File: src/rtl/down_counter.sv
// Loadable down-counter for one egg-timer digit: decrements on enable and wraps 0 -> MAX.
// Define DOWN_COUNTER_BORROW_EN to add the borrow output used to chain digit stages.
module down_counter #(
  parameter int WIDTH = 4,
  parameter int MAX   = 9
) (
  input  logic             clk,
  input  logic             reset,
  input  logic             enable,
  input  logic [WIDTH-1:0] start_count,
  output logic [WIDTH-1:0] count,
`ifdef DOWN_COUNTER_BORROW_EN
  output logic             zero_count,
  output logic             borrow
`else
  output logic             zero_count
`endif
);

  localparam logic [WIDTH-1:0] MAX_V = WIDTH'(MAX);
  localparam logic [WIDTH-1:0] ONE_V = WIDTH'(1);

  logic [WIDTH-1:0] r_count;
  logic [WIDTH-1:0] w_load;
  logic [WIDTH-1:0] w_next_dec;
  logic             w_zero;

  // Clamp the programmed value so the register never holds an illegal digit.
  assign w_load     = (start_count > MAX_V) ? MAX_V : start_count;
  assign w_zero     = (r_count == '0);
  assign w_next_dec = w_zero ? MAX_V : (r_count - ONE_V);

  always_ff @(posedge clk) begin
    if (reset)
      r_count <= w_load;
    else if (enable)
      r_count <= w_next_dec;
  end

  assign count      = r_count;
  assign zero_count = w_zero;

`ifdef DOWN_COUNTER_BORROW_EN
  // Fires on the tick that wraps this digit, so the next stage decrements on the same edge.
  assign borrow = enable & w_zero & ~reset;
`endif

endmodule

File: config.mk
export PLATFORM = sky130hd
export DESIGN_NAME = down_counter
export DESIGN_NICKNAME = d
export VERILOG_FILES = /design/src/rtl/down_counter.sv
export SDC_FILE = /design/constraint.sdc
export NUM_CORES = 1
export LEC_CHECK = 0
export ABC_AREA = 1
export CELL_PAD_IN_SITES_DETAIL_PLACEMENT = 0
export CELL_PAD_IN_SITES_GLOBAL_PLACEMENT = 1
export CORE_AREA = 2 2 39 41
export DETAILED_ROUTE_END_ITERATION = 16
export DIE_AREA = 0 0 41 43
export PLACE_DENSITY = 0.63
export SLEW_MARGIN = 40
export SYNTH_ARGS = -nofsm -noshare
export SYNTH_HDL_FRONTEND = slang
export SYNTH_SLANG_ARGS = --single-unit
File: constraint.sdc
create_clock -name clk -period 1.5 [get_ports clk]
set_input_delay 0.3 -clock clk [delete_from_list [all_inputs] [get_ports clk]]
set_output_delay 0.3 -clock clk [all_outputs]
set_load 0.01 [all_outputs]
==> run metrics <==
Pleak about 0.00024 uW; Post-synth EDFFs 4; FFs w/ async S/R, synth 0%; total of max-cap violations 0; syn_area_per_cell 7.15 um2; startpoint types flop; top cell type's share of synthesized area 48.0%; # setup viols final 0; critical path fanouts, max 2; Max IR drop VDD 0.000227 V; nets 66; final period utilization 94.4%; IO Port Bufs 11; initial antenna violation count 0; final total power 424 uW; crit end category output pin; Syn Inst Count 35; Syn Std Cell Area roughly 250 um2; clock transition at the registers of the reported paths 0.04 ns; Max-slew headroom 89.6%; Critical R2R Launch count[0]; reg2reg setup slack 0.36 ns; CTS root buf clkbuf_4; area of the die ~1800 um2; Worst R2R Path Depth 7; DR iter-0 viols 2; area of the core 1380 um2; Hold Crit Depth 5; vias per cell 3.79; First-pass DRT Iterations 2; CTS buffer count 3; area of the multi-input gates 110 um2; WHS between 0.7 and 0.8 ns; max reg flops 4; yosys warns 0; FF-to-FF End count[2]; H-tree Lvls 1; min-delay src count[3]; layout cells sized above 1 24.6%; IO Pins 12; Fmax around 0.71 GHz; area leader, netlist edfxtp_1; status finished, final reports clean; most frequent cell after synthesis nand2_1; synth unique cells 9; Slew @ Worst Pin 0.154 ns; Setup Crit Path Kind flop to output pin; register area 120 um2; vias in the first global route 243; Die Y between 40 and 50 um; CTS tree yes; total congestion overflow 0; Inserted Diodes 0; worst-skew pair later-pin latency around 0.23 ns; global-route wire length before repair 869 um; commonest register cell after synthesis edfxtp_1; Clock Path Buffers 2; Post-synth top cells nand2_1, inv_1, edfxtp_1, nand3_1, nor2_1; worst path arrival time 1.12 ns; wire per inst 7.55 um; Die W 41 um; Tmin final 1.42 ns; clk sinks 4; final hold violation count 0; main area contributors after synthesis edfxtp_1, nand2_1, inv_1, nand3_1, nor2_1; GP Congestion 0.729; setup_tns 0 ns; Layout area overhead 84.0%; Initial Utilization 18.1%; Hold EP count[3]; min-delay worst type flop to flop; Layout Skew 0.00317 ns; Pwr Density 921 nW/um2; Seq/Total Area, Yosys a little under half; DRC 0; Fillers ~150; largest net degree at the start of global routing 5; worst path required time 1.20 ns; syn_nets 42; post-route ant nets 0; CTS hold repair buffers 0; Site Rows 14; #FFs+latches synth 4; vias 277; Slew Limit Fails 0; Post-DP HPWL 462 um; GRT Util Overall 8.27%; unrepaired setup endpoints after global routing false; Post-Route WL 551 um
## power by group
part,leakage [uW],total (uW),switching [uW],internal (uW)
logic,0.000185,141,60.8,80.1
clock network,0.0000138,131,42.0,89.3
registers,0.0000421,152,8.83,143
## area by class of cell
type | count | share of cell area [%]
Inverter | 6 | 4.89
Clock buffer | 3 | 4.89
Tap cell | 16 | 4.35
Timing Repair Buffer | 19 | 35.9
Sequential cell | 4 | 26.1
Multi-Input combinational cell | 25 | 23.9
## worst max-delay path by stage
stage | from | slack [ns] | to
final | count[0] | 0.08 | zero_count
after global routing | count[0] | 0.001 | zero_count
after CTS | count[1] | 0.04 | zero_count
after detailed placement | count[0] | 0.02 | zero_count
after global placement | count[0] | 0.03 | zero_count
after floorplan | count[0] | 0.41 | count[3]
## critical path, stage by stage (launching register included)
cell	delay [ns]
edfxtp_1	0.38
nor2_2	0.15
nand2_1	0.08
inv_1	0.05
clkdlybuf4s15_1	0.22
## timing repair
item / CTS / global route
gates cloned: 0 / 0
setup endpoints to repair: 5 / 1
resized for setup: 5 / 2
pin swaps: 1 / 2
buffers inserted: 1 / 1
## cell usage in the layout (no fill, tap or decap)
master	count
edfxtp_1	4
nand2_1	16
clkbuf_4	3
o21ai_0	1
inv_1	6
clkdlybuf4s50_1	6
nand3_1	3
nor2_1	1
or2_2	1
nor2_2	2
o211ai_1	1
clkdlybuf4s15_1	1
buf_4	8
dlygate4sd2_1	4
## stage by stage
| stage | instance area [um2] | util (%) | setup WS, ns | cells |
|---|---|---|---|---|
| finish | 460 | 33.3 | 0.0835 | 73 |
| global route | 460 | 33.3 | 0.00110 | 73 |
| CTS | 449 | 32.5 | 0.0406 | 72 |
| detailed placement | 425 | 30.7 | 0.0203 | 68 |
| global placement | 425 | 30.7 | 0.0267 | 68 |
| floorplan | 250 | - | 0.414 | 35 |
## cells by family (layout without fill, tap and decap cells)
kind of cell           count (synthesis)  count (layout)  synth area share [%]
buffers and inverters                  6              28                  9.00
AOI/OAI and AO/OA                      2               2                  5.00
DFF                                    4               4                  48.0
and+or+nand+nor                       23              23                  38.0
## per-layer routing
metal	up-vias	GRT usage [%]	part of all wire, %
met2	12	10.9	47
met4	0	10.0	2.9
met3	2	3.14	6.5
li1	154	-	-
met5	-	0	0
met1	109	8.47	43
(Power assumes the default switching activity.)
